## src/rtl/zcash_host_msg_rx.sv

```systemverilog
// zcash_host_msg_rx
// Framing checker between the AWS wrapper's 8-byte host-to-core stream and
// the Zcash core. Each message starts with a 64-bit header whose low 32 bits
// give the total length in bytes, header included, and whose high 32 bits
// give the command. Well-formed messages pass through a one-entry output
// register. Headers with an illegal length are dropped together with the
// rest of their message. Messages that are too long are cut at the declared
// length. Messages that end early are closed with err=1.
//
// Build option: define ZCASH_MSG_STATS_EN to add the saturating
// pkt/drop/err counters. Without it the counter outputs are tied to 0.
//
// Ports
//   i_clk, i_rst          : clock and synchronous active-high reset
//   rx_*                  : host stream sink (dat/val/rdy/sop/eop/mod/err/ctl)
//   tx_*                  : core stream source (same signal set)
//   o_pkt_cnt             : messages forwarded (output eop handshakes)
//   o_drop_cnt            : messages dropped at the header
//   o_err_cnt             : messages forwarded with err=1
module zcash_host_msg_rx #(
   parameter int MAX_LEN  = 16384,
   parameter int CTL_BITS = 8
) (
   input  logic                i_clk,
   input  logic                i_rst,
   input  logic [63:0]         rx_dat,
   input  logic                rx_val,
   output logic                rx_rdy,
   input  logic                rx_sop,
   input  logic                rx_eop,
   input  logic [2:0]          rx_mod,
   input  logic                rx_err,
   input  logic [CTL_BITS-1:0] rx_ctl,
   output logic [63:0]         tx_dat,
   output logic                tx_val,
   input  logic                tx_rdy,
   output logic                tx_sop,
   output logic                tx_eop,
   output logic [2:0]          tx_mod,
   output logic                tx_err,
   output logic [CTL_BITS-1:0] tx_ctl,
   output logic [31:0]         o_pkt_cnt,
   output logic [31:0]         o_drop_cnt,
   output logic [31:0]         o_err_cnt
);

   typedef enum logic [1:0] {HDR, PAYLOAD, DISCARD} state_t;

   state_t      state, next_state;
   logic [31:0] rem, next_rem;
   logic [2:0]  len_mod, next_len_mod;
   logic        accept;
   logic [31:0] hdr_len;
   logic        hdr_bad;
   logic        fwd;
   logic        fwd_sop;
   logic        fwd_eop;
   logic        fwd_err;
   logic [2:0]  fwd_mod;
   logic        drop;

   // Framing ignores the input sop. Any word accepted in HDR is a header.
   logic        unused_sop;
   assign unused_sop = rx_sop;

   assign hdr_len = rx_dat[31:0];
   assign hdr_bad = (hdr_len < 32'd8) || (hdr_len > 32'(MAX_LEN));

   // Ready depends only on the state and the output register, never on rx_val.
   // DISCARD swallows words even while the output register is stalled.
   assign rx_rdy = (state == DISCARD) | ~tx_val | tx_rdy;
   assign accept = rx_val & rx_rdy;

   // State register. It holds the parse state, the bytes still owed after
   // the current word, and the length residue that the last word must carry.
   always_ff @(posedge i_clk) begin
      if (i_rst) begin
         state   <= HDR;
         rem     <= '0;
         len_mod <= '0;
      end else begin
         state   <= next_state;
         rem     <= next_rem;
         len_mod <= next_len_mod;
      end
   end

   // Next-state logic. A message that ends before its declared length goes
   // back to HDR. A message that runs past its declared length enters
   // DISCARD until its input eop arrives.
   always_comb begin
      next_state   = state;
      next_rem     = rem;
      next_len_mod = len_mod;
      if (accept) begin
         case (state)
            HDR: begin
               if (hdr_bad) begin
                  next_state = rx_eop ? HDR : DISCARD;
               end else begin
                  next_rem     = hdr_len - 32'd8;
                  next_len_mod = hdr_len[2:0];
                  if (hdr_len == 32'd8) begin
                     next_state = rx_eop ? HDR : DISCARD;
                  end else if (rx_eop) begin
                     next_rem   = '0;
                     next_state = HDR;
                  end else begin
                     next_state = PAYLOAD;
                  end
               end
            end
            PAYLOAD: begin
               if (rem <= 32'd8) begin
                  next_rem   = '0;
                  next_state = rx_eop ? HDR : DISCARD;
               end else if (rx_eop) begin
                  next_rem   = '0;
                  next_state = HDR;
               end else begin
                  next_rem = rem - 32'd8;
               end
            end
            DISCARD: begin
               if (rx_eop) next_state = HDR;
            end
            default: next_state = HDR;
         endcase
      end
   end

   // Output decode for the accepted word. This block decides whether the
   // word is forwarded or dropped, and how sop/eop/mod/err are rewritten.
   always_comb begin
      fwd     = 1'b0;
      drop    = 1'b0;
      fwd_sop = 1'b0;
      fwd_eop = rx_eop;
      fwd_mod = rx_mod;
      fwd_err = rx_err;
      if (accept) begin
         case (state)
            HDR: begin
               if (hdr_bad) begin
                  drop = 1'b1;
               end else begin
                  fwd     = 1'b1;
                  fwd_sop = 1'b1;
                  if (hdr_len == 32'd8) begin
                     fwd_eop = 1'b1;
                     fwd_mod = hdr_len[2:0];
                  end else if (rx_eop) begin
                     fwd_err = 1'b1;
                  end
               end
            end
            PAYLOAD: begin
               fwd = 1'b1;
               if (rem <= 32'd8) begin
                  fwd_eop = 1'b1;
                  fwd_mod = len_mod;
                  if (rx_eop && (rx_mod != len_mod)) fwd_err = 1'b1;
               end else if (rx_eop) begin
                  fwd_err = 1'b1;
               end
            end
            default: ;
         endcase
      end
   end

   // Single output register stage. A new word can only be loaded when the
   // register is empty or is being drained in the same cycle, so a reload
   // on a handshake cycle never loses data.
   always_ff @(posedge i_clk) begin
      if (i_rst) begin
         tx_val <= 1'b0;
         tx_sop <= 1'b0;
         tx_eop <= 1'b0;
         tx_err <= 1'b0;
         tx_mod <= '0;
         tx_dat <= '0;
         tx_ctl <= '0;
      end else if (fwd) begin
         tx_val <= 1'b1;
         tx_sop <= fwd_sop;
         tx_eop <= fwd_eop;
         tx_err <= fwd_err;
         tx_mod <= fwd_mod;
         tx_dat <= rx_dat;
         tx_ctl <= rx_ctl;
      end else if (tx_rdy) begin
         tx_val <= 1'b0;
      end
   end

`ifdef ZCASH_MSG_STATS_EN
   logic out_eop_hs;
   assign out_eop_hs = tx_val & tx_rdy & tx_eop;

   // Saturating statistics counters. Once a counter reaches all-ones it
   // stops incrementing and holds that value.
   always_ff @(posedge i_clk) begin
      if (i_rst) begin
         o_pkt_cnt  <= '0;
         o_drop_cnt <= '0;
         o_err_cnt  <= '0;
      end else begin
         if (out_eop_hs && (o_pkt_cnt != 32'hFFFF_FFFF))
            o_pkt_cnt <= o_pkt_cnt + 32'd1;
         if (out_eop_hs && tx_err && (o_err_cnt != 32'hFFFF_FFFF))
            o_err_cnt <= o_err_cnt + 32'd1;
         if (drop && (o_drop_cnt != 32'hFFFF_FFFF))
            o_drop_cnt <= o_drop_cnt + 32'd1;
      end
   end
`else
   logic unused_drop;
   assign unused_drop = drop;
   assign o_pkt_cnt   = '0;
   assign o_drop_cnt  = '0;
   assign o_err_cnt   = '0;
`endif

endmodule
```

## config.mk

```make
export PLATFORM = sky130hd
export DESIGN_NAME = zcash_host_msg_rx
export DESIGN_NICKNAME = d
export VERILOG_FILES = /design/src/rtl/zcash_host_msg_rx.sv
export SDC_FILE = /design/constraint.sdc
export NUM_CORES = 1
export LEC_CHECK = 0
export CAP_MARGIN = 0
export CORE_ASPECT_RATIO = 1.75
export CORE_MARGIN = 4
export CORE_UTILIZATION = 44
export DETAILED_ROUTE_END_ITERATION = 16
export PLACE_DENSITY = 0.9
export SETUP_SLACK_MARGIN = 0.05
export SLEW_MARGIN = 20
export SYNTH_ARGS = -nofsm -noshare
export SYNTH_HDL_FRONTEND = slang
export SYNTH_SLANG_ARGS = --single-unit
```

## constraint.sdc

```tcl
create_clock -name i_clk -period 2.8 [get_ports i_clk]
set_input_delay 0.42 -clock i_clk [delete_from_list [all_inputs] [get_ports i_clk]]
set_output_delay 0.42 -clock i_clk [all_outputs]
set_load 0.02 [all_outputs]
```

# --- Word level (Yosys, flattened, before mapping) ---
# Index checks and enable logic that the tools add are counted.
classes:
  n_addsub: 2
  muxes: 37
  order_cmp: 3
  bitwise_logic: 5
  n_reduce_logical: 7
  n_eq_ne: 5
ops:
  columns: ["op", "count"]
  rows:
  - ["$mux 32", 5]
  - ["$pmux 32 s2", 1]
  - ["$sub 32x4->32 const B", 2]
  - ["$eq 32x4->1 const B", 1]
  - ["$gt 32x15->1 const B", 1]
  - ["$le 32x4->1 const B", 1]
  - ["$lt 32x4->1 const B", 1]
  - ["$mux 1", 17]
  - ["$mux 3", 4]
  - ["$mux 2", 5]
  - ["$pmux 1 s2", 3]
  - ["$pmux 2 s3", 1]
  - ["$pmux 3 s2", 1]
  - ["$reduce_and 3->1", 2]
  - ["$reduce_bool 2->1", 2]
  - ["$ne 3x3->1", 1]
  - ["$eq 2x1->1 const B", 1]
  - ["$eq 2x2->1 const B", 1]
  - ["$logic_not 2->1", 1]
  - ["$ne 2x2->1 const B", 1]
  - ["$not 1->1", 2]
  - ["$or 1x1->1", 2]
  - ["$and 1x1->1", 1]
  - ["$logic_and 1x1->1", 1]
  - ["$logic_or 1x1->1", 1]
word_totals:
  register_bits: 116
  input_bits: 82
  output_inout_bits: 176
  elab_cells: 69

# --- Logic depth before layout (Yosys ltp) ---
# Gate-level depths: netlist of run 1.
logic_depth:
  depth_word: 6
  mapped_depth: 10
  mapped_depth_nobuf: 8

# --- Least setup slack after synthesis of run 1 ---
# Ideal clock, no wire load.
synth_timing:
  kind: "in2reg"
  startpoint: "input port rx_dat[8]"
  endpoint: "register rem[11]"
  path_stages: 8
  arrival_ps: 2512
  path_buffers: 2
  slack_ps: 195
  t_required_ps: 2708
  setup_ps: 92
  path_cell_list: "buf_2 or4_4 or4_4 o41a_4 nor2_8 buf_4 a22oi_1 o32ai_1"
synth_via:
  elab_chain_len: 5
  elab_cells_between_ends: 11
  cone_classes: "add/sub: 1; order compare: 2; eq/ne: 2; mux: 4; reduce/logical: 2"
synth_rtl:
  columns: ["item", "line", "rtl"]
  rows:
  - ["from (decl)", "26", "input logic [63:0] rx_dat,"]
  - ["$sub 32x4->32", "101", "next_rem = hdr_len - 32'd8;"]
  - ["$mux 32", "105", "end else if (rx_eop) begin"]
  - ["$mux 32", "103", "if (hdr_len == 32'd8) begin"]
  - ["$mux 32", "98", "if (hdr_bad) begin"]
  - ["$pmux 32 s2", "96", "case (state)"]
  - ["to (signal assigned)", "83", "rem <= next_rem;"]
  - ["to (decl)", "50", "logic [31:0] rem, next_rem;"]
# Parallel ways exist; a longest one is shown, timed or not. The select of a mux whose other input is x is not followed.
# A chain may end at the register's enable or synchronous reset.

# --- Worst setup path in the final report of run 1 ---
layout_timing:
  startpoint: "input port rx_dat[8]"
  endpoint: "register rem[12]"
# Same word-level chain as after synthesis.

==> metrics.csv, run 1 <==
metric,value,unit
cts_buffers,17,
fin_skew,12.2,ps
max_freq,368,MHz
p_switching,0.00107,W
status,"complete, no violations",
grt_antenna_before_repair,1,
swShare,24.2,%
drv_cap,0,
wl_per_cell,18.0,um
slew_headroom,50.7,%
final_area,8870,um2
ys.flop_type,dfxtp_1,
clkTransAtPathRegs,60,ps
worst_slew_pin_slew,739,ps
hold_buffers,0,
crit_path_start_kind,primary input,
crit_chain,dlygate4sd2_1 -> or4_4 -> buf_6 -> or4_4 -> o41a_4 -> buf_12 -> nor2_8 -> buf_12 -> a32oi_1 -> o32ai_1,
slowest_delay,550,ps
synth_seq_area_share,37.2,%
peakVddDrop,0.519,mV
fp.coreArea,13900,um2
die_width,98.1,um
gp_congestion,0.957,
finalHoldViolations,0,
die-area,16200,um2
p_leak,3.51,nW
layout_common_cells,"178 x nand2_1, 147 x clkdlybuf4s50_1, 116 x dfxtp_1, 103 x a21oi_1, 96 x conb_1",
syn_area_per_cell,7.81,um2
fillCellCount,1022,
hpwlAfterDp,15200,um
ys_async_sr_fraction,0,%
route.detailed.drc,0,
setup_violations,0,
start_util,44.9,%
yosysWarnings,0,
htreeDepth,4,
ys_seq_elements,116,
finalNetCount,1095,
dpl_worst_slack,-444,ps
min_path_type,primary input to register,
pwr-share-comb,9.5,%
slew_viol_final,0,
end_kind,register,
layout_setup_ws,82.0,ps
cts.sinks,116,
crit_type,primary input to register,
grt_max_degree,67,
synth-edff-count,0,
grt_util_all_layers,25.2,%
powerDensity,501,nW/um2
whs,420,ps
min_path_cells,3,
internal_power,0.00337,W
viasPerCell,5.60,
min_period_over_period,97.1,%
rsz0062_at_grt,no,
io-pin-count,258,
ant_nets,0,
syn_to_final_growth,42.1,%
min_period,2720,ps
dr_total_vias,6721,
power_frac_clock,53.3,%
rows,57,
worstPathMaxFanout,8,
clock_path_buffers,2,
routed_wirelength,21600,um
grt_pass1_vias,6650,
cts-root-buf,clkbuf_16,
grt_overflow,0,
portBuffers,160,
layout_commonest_cell,nand2_1,
die_h,166,um
seqPwrFrac,37.2,%
layout-drive-gt1-share,13.5,%
drt_first_pass_iters,7,
slowest_stage,or4_4,
grt_pass1_wl,33000,um
syn_inst,800,
yosysUniqueCellTypes,59,
clock_latency,420,ps
dpl_cell_area,8120,um2
crit_required,3100,ps
multiInputGateArea,3300,um2
reg2reg_depth,8,
syn_area,6250,um2
cts_tree,done,
arrival,3020,ps
seqCellArea,2320,um2
drt_iter0_drc,557,
-- sequential cells by signal (all words and copies together), names as in the netlist --
signal	count
tx_err	1
len_mod	3
tx_ctl	8
tx_eop	1
tx_sop	1
state	2
tx_mod	3
tx_dat	64
rem	32
tx_val	1
-- routing by layer --
metal	routed length, um	up-vias	global-route usage, %
met2	11200	496	46.2
li1	-	3010	-
met5	0	-	0
met1	6710	3072	23.2
met3	2050	143	6.52
met4	1630	0	18.4
-- stage by stage --
step	setup TNS [ps]	total power [W]	util, %	std cells
6_report	0	0.00445	63.8	1201
5_1_grt	0	0.00456	63.8	1201
4_1_cts	0	0.00445	63.3	1198
3_5_place_dp	-32840	0.00209	58.4	1163
3_3_place_gp	-29030	0.00208	58.4	1163
2_1_floorplan	0	0.00199	-	895
-- synthesized netlist by cell type (3+ instances only) --
library cell | number | area share [%]
a211oi_1 | 11 | 1.3
a21oi_1 | 103 | 8.3
a22oi_1 | 5 | 0.60
a31oi_1 | 5 | 0.50
a32oi_1 | 12 | 1.7
and3_1 | 3 | 0.30
buf_2 | 14 | 1.1
buf_4 | 100 | 12
buf_6 | 4 | 0.72
clkbuf_1 | 24 | 1.4
dfxtp_1 | 116 | 37
ha_1 | 3 | 0.60
inv_1 | 25 | 1.5
mux2_2 | 3 | 0.54
mux2i_1 | 6 | 0.96
nand2_1 | 178 | 11
nand2b_1 | 10 | 1.0
nand3_1 | 4 | 0.32
nand3b_1 | 3 | 0.36
nand4_1 | 9 | 0.90
nor2_1 | 36 | 2.2
nor2b_1 | 7 | 0.70
nor3_1 | 15 | 1.2
nor4_1 | 7 | 0.70
o21a_1 | 4 | 0.48
o21ai_0 | 6 | 0.48
o31ai_1 | 4 | 0.48
o32ai_1 | 20 | 2.8
or2_2 | 3 | 0.30
or3_1 | 7 | 0.70
or4_1 | 7 | 0.84
xnor2_1 | 5 | 0.70
xor2_1 | 9 | 1.3
-- critical path, delay by kind of cell --
family	cells	cell delay [ps]
AND/OR/NAND/NOR	3	1270
buffers and inverters	4	680
AO/OA/AOI/OAI	3	660
-- final timing paths --
check,startpoint,endpoint,slack (ps)
setup / recovery,rx_dat[8],rem[12],80
hold / removal,rx_dat[4],tx_dat[4],420
setup reg to reg,rem[24],rem[8],330
hold reg to reg,tx_dat[21],tx_dat[21],450
-- power by group through the flow --
stage / Combinational (W) / Clock, W / Sequential [W]
detailed placement: 0.000400 / 0 / 0.00169
global route: 0.000442 / 0.00247 / 0.00165
global placement: 0.000395 / 0 / 0.00169
floorplan: 0.000297 / 0 / 0.00169
CTS: 0.000404 / 0.00239 / 0.00165
finish: 0.000422 / 0.00237 / 0.00165
-- logic make-up after synthesis --
kind of cell | count (synthesis) | share of synthesized area [%]
simple gates | 303 | 22.8
compound gates | 186 | 19.1
buf+inv | 168 | 16.9
flops | 116 | 37.2
xor+xnor | 14 | 1.96
mux | 9 | 1.50
fa+ha+maj | 3 | 0.601
other cells | 1 | 0.0600
-- layout make-up --
type / count / area share [%]
diodes: 1 / 0.0282
clock inverters: 13 / 2.19
multi-input cells: 611 / 37.1
repair buffers: 239 / 25.8
inverters: 25 / 1.06
clock buffers: 19 / 5.10
flip-flops and latches: 116 / 26.2
well taps: 177 / 2.50
-- repair_timing --
action,4_1_cts,5_1_grt
gates resized for setup,17,10
pin swaps,5,5
endpoints found under the setup margin,29,48
buffers inserted,3,2
endpoints found under the hold margin,0,0
(Power assumes the default switching activity.)
==> inputs of run 2 (changes only) <==
Settings changed: CORE_UTILIZATION 44 to 39, PLACE_DENSITY 0.9 to 0.85, SLEW_MARGIN 20 to 0.
Clock period 2.8 ns to 2.3 ns, I/O delays scaled along.
==> metrics.csv, run 2 (synthesis gave the netlist of run 1 again) <==
metric,value,unit,change
min_path_cells,3,,unchanged
layout_commonest_cell,nand2_1,,
rr_endpoint,rem[23],,
slowest_delay,550,ps,about the same
clock_latency,430,ps,about the same
slew_viol_final,0,,unchanged
hpwlAfterDp,14300,um,-5.9%
ff2ff_setup_slack,-80,ps,-410 ps
status,"finished, violations left",,
io-pin-count,258,,unchanged
slew_headroom,55.0,%,+4.3 points
worst_slew_pin_slew,675,ps,-64.0 ps
whs,225,ps,-195 ps
syn_to_final_growth,59.4,%,
largestRegisters,"tx_dat x64, rem x32, tx_ctl x8",,
max_freq,403,MHz,
setup_violations,95,,+95
crit_path_start_kind,primary input,,
path_delay_family,compound AO/OA/AOI/OAI gates,,
final_area,9960,um2,+12%
dpl_cell_area,8220,um2,+1.3%
layout_setup_ws,-182,ps,-264 ps
grt_max_degree,53,,-21%
fp.coreArea,15800,um2,+14%
cts-root-buf,clkbuf_16,,
routed_wirelength,26500,um,+23%
hold_buffers,0,,unchanged
drt_first_pass_iters,8,,+1
die-area,18200,um2,+12%
drv_cap,0,,unchanged
crit_chain,buf_8 -> or4_4 -> o41ai_4 -> buf_4 -> nor4b_4 -> o211ai_1 -> buf_6 -> buf_12 -> a21oi_1 -> o32ai_1,,
grt_pass1_wl,34400,um,+4.3%
largest_reg_flops,64,,unchanged
r2r_start,rem[4],,
die_width,104,um,+5.7%
grt_pass1_vias,6720,,+1.1%
powerDensity,551,nW/um2,+9.9%
clock_path_buffers,2,,unchanged
htreeDepth,4,,unchanged
crit_buf_inv,4,,unchanged
grt_overflow,0,,unchanged
rows,61,,+7.0%
finalCoreUtilization,63.0,%,-0.78 points
violations,negative setup slack,,
rsz0062_at_grt,yes,,
worstHoldEndpoint,tx_dat[3],,
start_util,39.5,%,-5.4 points
layout-drive-gt1-share,26.3,%,+13 points
arrival,2760,ps,-260 ps
reg2reg_depth,9,,+1
end_kind,register,,
ant_nets,0,,unchanged
layout_common_cells,"167 x nand2_1, 143 x clkdlybuf4s50_1, 113 x dfxtp_1, 96 x conb_1, 93 x buf_4",,
cts.sinks,116,,unchanged
gp_congestion,0.873,,-8.7%
cts_buffers,17,,unchanged
p_leak,3.92,nW,+12%
clkTransAtPathRegs,60,ps,about the same
min_period,2480,ps,
min_path_type,primary input to register,,
largest_register,tx_dat,,
grt_antenna_before_repair,0,,-1
antennaDiodeCount,0,,-1
min_from,rx_dat[3],,
finalNetCount,1143,,+4.4%
wl_per_cell,21.1,um,+17%
crit_type,primary input to register,,
dr_total_vias,7388,,+9.9%
fin_skew,10.5,ps,-1.78 ps
grt_util_all_layers,23.6,%,-1.6 points
crit_required,2580,ps,-520 ps
die_h,175,um,+5.9%
route.detailed.drc,0,,unchanged
peakVddDrop,0.713,mV,+37%
worstPathMaxFanout,8,,unchanged
drt_iter0_drc,841,,+51%
portBuffers,160,,unchanged
finalHoldViolations,0,,unchanged
slowest_stage,or4_4,,
cts_tree,done,,
fillCellCount,1046,,+2.3%
viasPerCell,5.87,,+4.9%
min_period_over_period,108,%,
==> run 2: how the worst max path moves through the flow <==
stage              start  endpoint  slack (ps)  cells past startpoint
2_1_floorplan  rx_dat[8]   rem[27]        -190                      7
3_3_place_gp   rx_dat[4]   rem[15]        -860                     10
3_5_place_dp   rx_dat[4]   rem[14]        -940                     10
4_1_cts        rx_dat[4]   rem[19]           3                     10
5_1_grt        rx_dat[4]   rem[17]        -170                     10
6_report       rx_dat[4]   rem[17]        -180                     10
==> run 2: report_power, final <==
part           leakage [nW]  total, W  internal, W  switching [W]
combinational          2.69  0.000580     0.000232       0.000348
clock                 0.304   0.00289      0.00185        0.00104
sequential            0.935   0.00201      0.00201    0.000000578
==> run 2: area by class of cell <==
class                      count  area (um2)  area share [%]
multi-input combinational    612        3780            37.9
tap                          189         236            2.37
timing repair buffer         286        2890            29.0
clock inverter                13         196            1.97
sequential                   116        2330            23.4
inverter                      25        96.3           0.968
clock buffer                  18         439            4.41
==> run 2: layer usage <==
metal  global-route usage [%]  vias up  part of all wire, %
met5                        0        -                    0
met4                     19.4        0                  9.9
met3                     5.30      226                  9.4
met2                     43.0      644                   49
met1                     22.4     3423                   32
li1                         -     3095                    -
==> run 2: worst reg2reg max path, cell delays in order (launching register included) <==
cell	delay (ps)
dfxtp_1	340
inv_1	130
ha_1	260
nor4b_2	310
buf_4	200
and2_0	200
and3_1	370
nand2_1	170
a21oi_4	190
o32ai_2	80
==> run 2: what timing repair did <==
item                       CTS  global route
buffers inserted            22             8
gates cloned                 6             7
resized for setup          106            87
pin swaps                   29            28
setup endpoints to repair  116           117
==> run 2: metrics by stage <==
step / instances / worst slack [ps] / total power [W] / TNS, ps
floorplan: 895 / -185 / 0.00242 / -6630
global placement: 1188 / -855 / 0.00255 / -91470
detailed placement: 1188 / -936 / 0.00255 / -96270
CTS: 1247 / 3.05 / 0.00543 / 0
global route: 1259 / -172 / 0.00559 / -8970
finish: 1259 / -182 / 0.00548 / -4820
==> inputs of run 3 (changes only) <==
Settings changed: GPL_TIMING_DRIVEN from default to 0, PLACE_DENSITY 0.85 to 0.89.
==> metrics.csv, run 3 (synthesis gave the netlist of run 1 again) <==
metric,value,unit,change
die_h,175,um,unchanged
syn_to_final_growth,75.1,%,
cts-root-buf,clkbuf_16,,
clock_path_buffers,2,,unchanged
crit_type,primary input to register,,
r2r_start,state[1],,
die_width,104,um,unchanged
layout_commonest_cell,clkdlybuf4s50_1,,
violations,negative setup slack,,
internal_power,0.00415,W,+1.3%
viasPerCell,6.10,,+4.0%
start_util,39.5,%,unchanged
clock_latency,440,ps,about the same
fillCellCount,921,,-12%
peakVddDrop,0.570,mV,-20%
slew_headroom,40.6,%,-14 points
finalNetCount,1210,,+5.9%
worstHoldEndpoint,tx_dat[8],,
drt_iter0_drc,1096,,+30%
reg2reg_depth,9,,unchanged
portBuffers,158,,-1.3%
hpwlAfterDp,16000,um,+12%
grt_pass1_wl,38100,um,+11%
grt.met3_usage,7.17,%,+1.9 points
stdcell_count,1326,,+5.3%
rsz0062_at_grt,yes,,
p_leak,4.46,nW,+14%
grt_pass1_vias,7424,,+10%
finalHoldViolations,0,,unchanged
clkTransAtPathRegs,60,ps,about the same
grt_antenna_before_repair,1,,+1
route.detailed.drc,0,,unchanged
p_switching,0.00142,W,+1.8%
slew_viol_final,0,,unchanged
layout_setup_ws,-437,ps,-256 ps
crit_required,2630,ps,+50 ps
min_from,rx_dat[8],,
largest_reg_flops,64,,unchanged
ff2ff_setup_slack,-260,ps,-180 ps
wl_per_cell,24.4,um,+16%
grt_overflow,0,,unchanged
gp_congestion,0.960,,+9.9%
cts.sinks,116,,unchanged
rows,61,,unchanged
powerDensity,509,nW/um2,-7.6%
fin_skew,11.8,ps,+1.31 ps
end_kind,register,,
multiInputGateArea,4180,um2,+11%
power,0.00556,W,+1.4%
io-pin-count,258,,unchanged
worstPathMaxFanout,5,,-3
drt_first_pass_iters,7,,-1
rr_endpoint,tx_dat[60],,
fp.coreArea,15800,um2,unchanged
arrival,3070,ps,+310 ps
grt_util_all_layers,25.9,%,+2.3 points
grtUsageMet1,24.6,%,+2.2 points
cts_tree,done,,
layout-drive-gt1-share,37.0,%,+11 points
largestRegisters,"tx_dat x64, rem x32, tx_ctl x8",,
ant_nets,0,,unchanged
min_period_over_period,119,%,+11 points
setup_tns,-29230,ps,-24410 ps
drv_cap,0,,unchanged
post-place-cells,1242,,+4.5%
htreeDepth,4,,unchanged
min_path_type,primary input to register,,
dr_total_vias,8091,,+9.5%
seqPwrFrac,36.2,%,-0.5 points
swShare,25.5,%,+0.10 points
min_period,2740,ps,+256 ps
power_frac_clock,51.2,%,-1.6 points
finalCoreUtilization,69.2,%,+6.2 points
worst_slew_pin_slew,890,ps,+215 ps
routed_wirelength,32300,um,+22%
seqCellArea,2330,um2,unchanged
largest_register,tx_dat,,
die-area,18200,um2,unchanged
setup_violations,115,,+21%
cts_buffers,17,,unchanged
whs,172,ps,-53.2 ps
grt.met2_usage,47.5,%,+4.5 points
top_usage_layer,met2,,
crit_path_start_kind,primary input,,
min_path_cells,3,,unchanged
layout_common_cells,"143 x clkdlybuf4s50_1, 128 x buf_4, 113 x dfxtp_1, 107 x nand2_1, 96 x conb_1",,
max_freq,365,MHz,-9.3%
status,"finished, violations left",,
grt_max_degree,17,,-68%
pwr-share-comb,12.6,%,+2.0 points
-- run 3: cell count changes in the layout (fill, tap and decap cells not counted), moves of 24 or more --
cell | before | now
nand2_1 | 167 | 107
buf_4 | 93 | 128
nand2_4 | 1 | 25
a21oi_2 | 27 | 55
a21oi_1 | 69 | 43
nand2_2 | 10 | 46
-- run 3: area by class of cell --
type | instances | share of cell area (%)
buffer | 139 | 10.8
tap | 189 | 2.16
inverter | 25 | 0.881
antenna | 1 | 0.0229
multi-input combinational | 611 | 38.3
clock inverter | 9 | 1.42
clock buffer | 21 | 4.12
sequential | 116 | 21.3
timing repair buffer | 215 | 21.1
-- run 3: per-stage QoR --
stage	setup slack (ps)	area [um2]
floorplan	-185	6720
global placement	-1180	8540
detailed placement	-1180	8540
CTS	-46.9	9810
global route	-451	10900
finish	-437	10900
-- run 3: worst max-delay path, stage by stage --
cell           delay [ps]
dlygate4sd2_1         350
nor3_2                460
nand4_1               360
or3_1                 470
o211ai_1              220
buf_6                 240
buf_12                170
buf_8                 140
nand2_2                80
a21oi_1               220
-- run 3: how the worst max path moves through the flow --
| stage | to | slack, ps | start | depth (start not counted) |
|---|---|---|---|---|
| 4_1_cts | rem[5] | -50 | rx_dat[4] | 10 |
| 5_1_grt | tx_dat[60] | -450 | rx_dat[13] | 10 |
| 6_report | tx_dat[60] | -440 | rx_dat[13] | 10 |
| 3_3_place_gp | tx_dat[15] | -1180 | rx_dat[3] | 9 |
| 3_5_place_dp | tx_sop | -1180 | rx_dat[9] | 9 |
| 2_1_floorplan | rem[27] | -190 | rx_dat[8] | 7 |
-- run 3: power groups by stage --
stage	registers, W	clock network, W	logic, W
CTS	0.00201	0.00277	0.000615
global placement	0.00206	0	0.000567
detailed placement	0.00206	0	0.000570
finish	0.00201	0.00285	0.000703
global route	0.00201	0.00290	0.000729
floorplan	0.00206	0	0.000367
-- run 3: timing repair --
item | CTS | global route
setup buffers | 27 | 15
resized for setup | 165 | 196
pin swaps | 66 | 55
cloned | 3 | 13
hold buffers | 0 | 0
endpoints found under the setup margin | 116 | 116
-- run 3: metal layers --
metal,vias to the layer above,part of all wire (%)
li1,3238,-
met1,3637,30
met2,906,48
met3,310,12
met4,0,10
met5,-,0
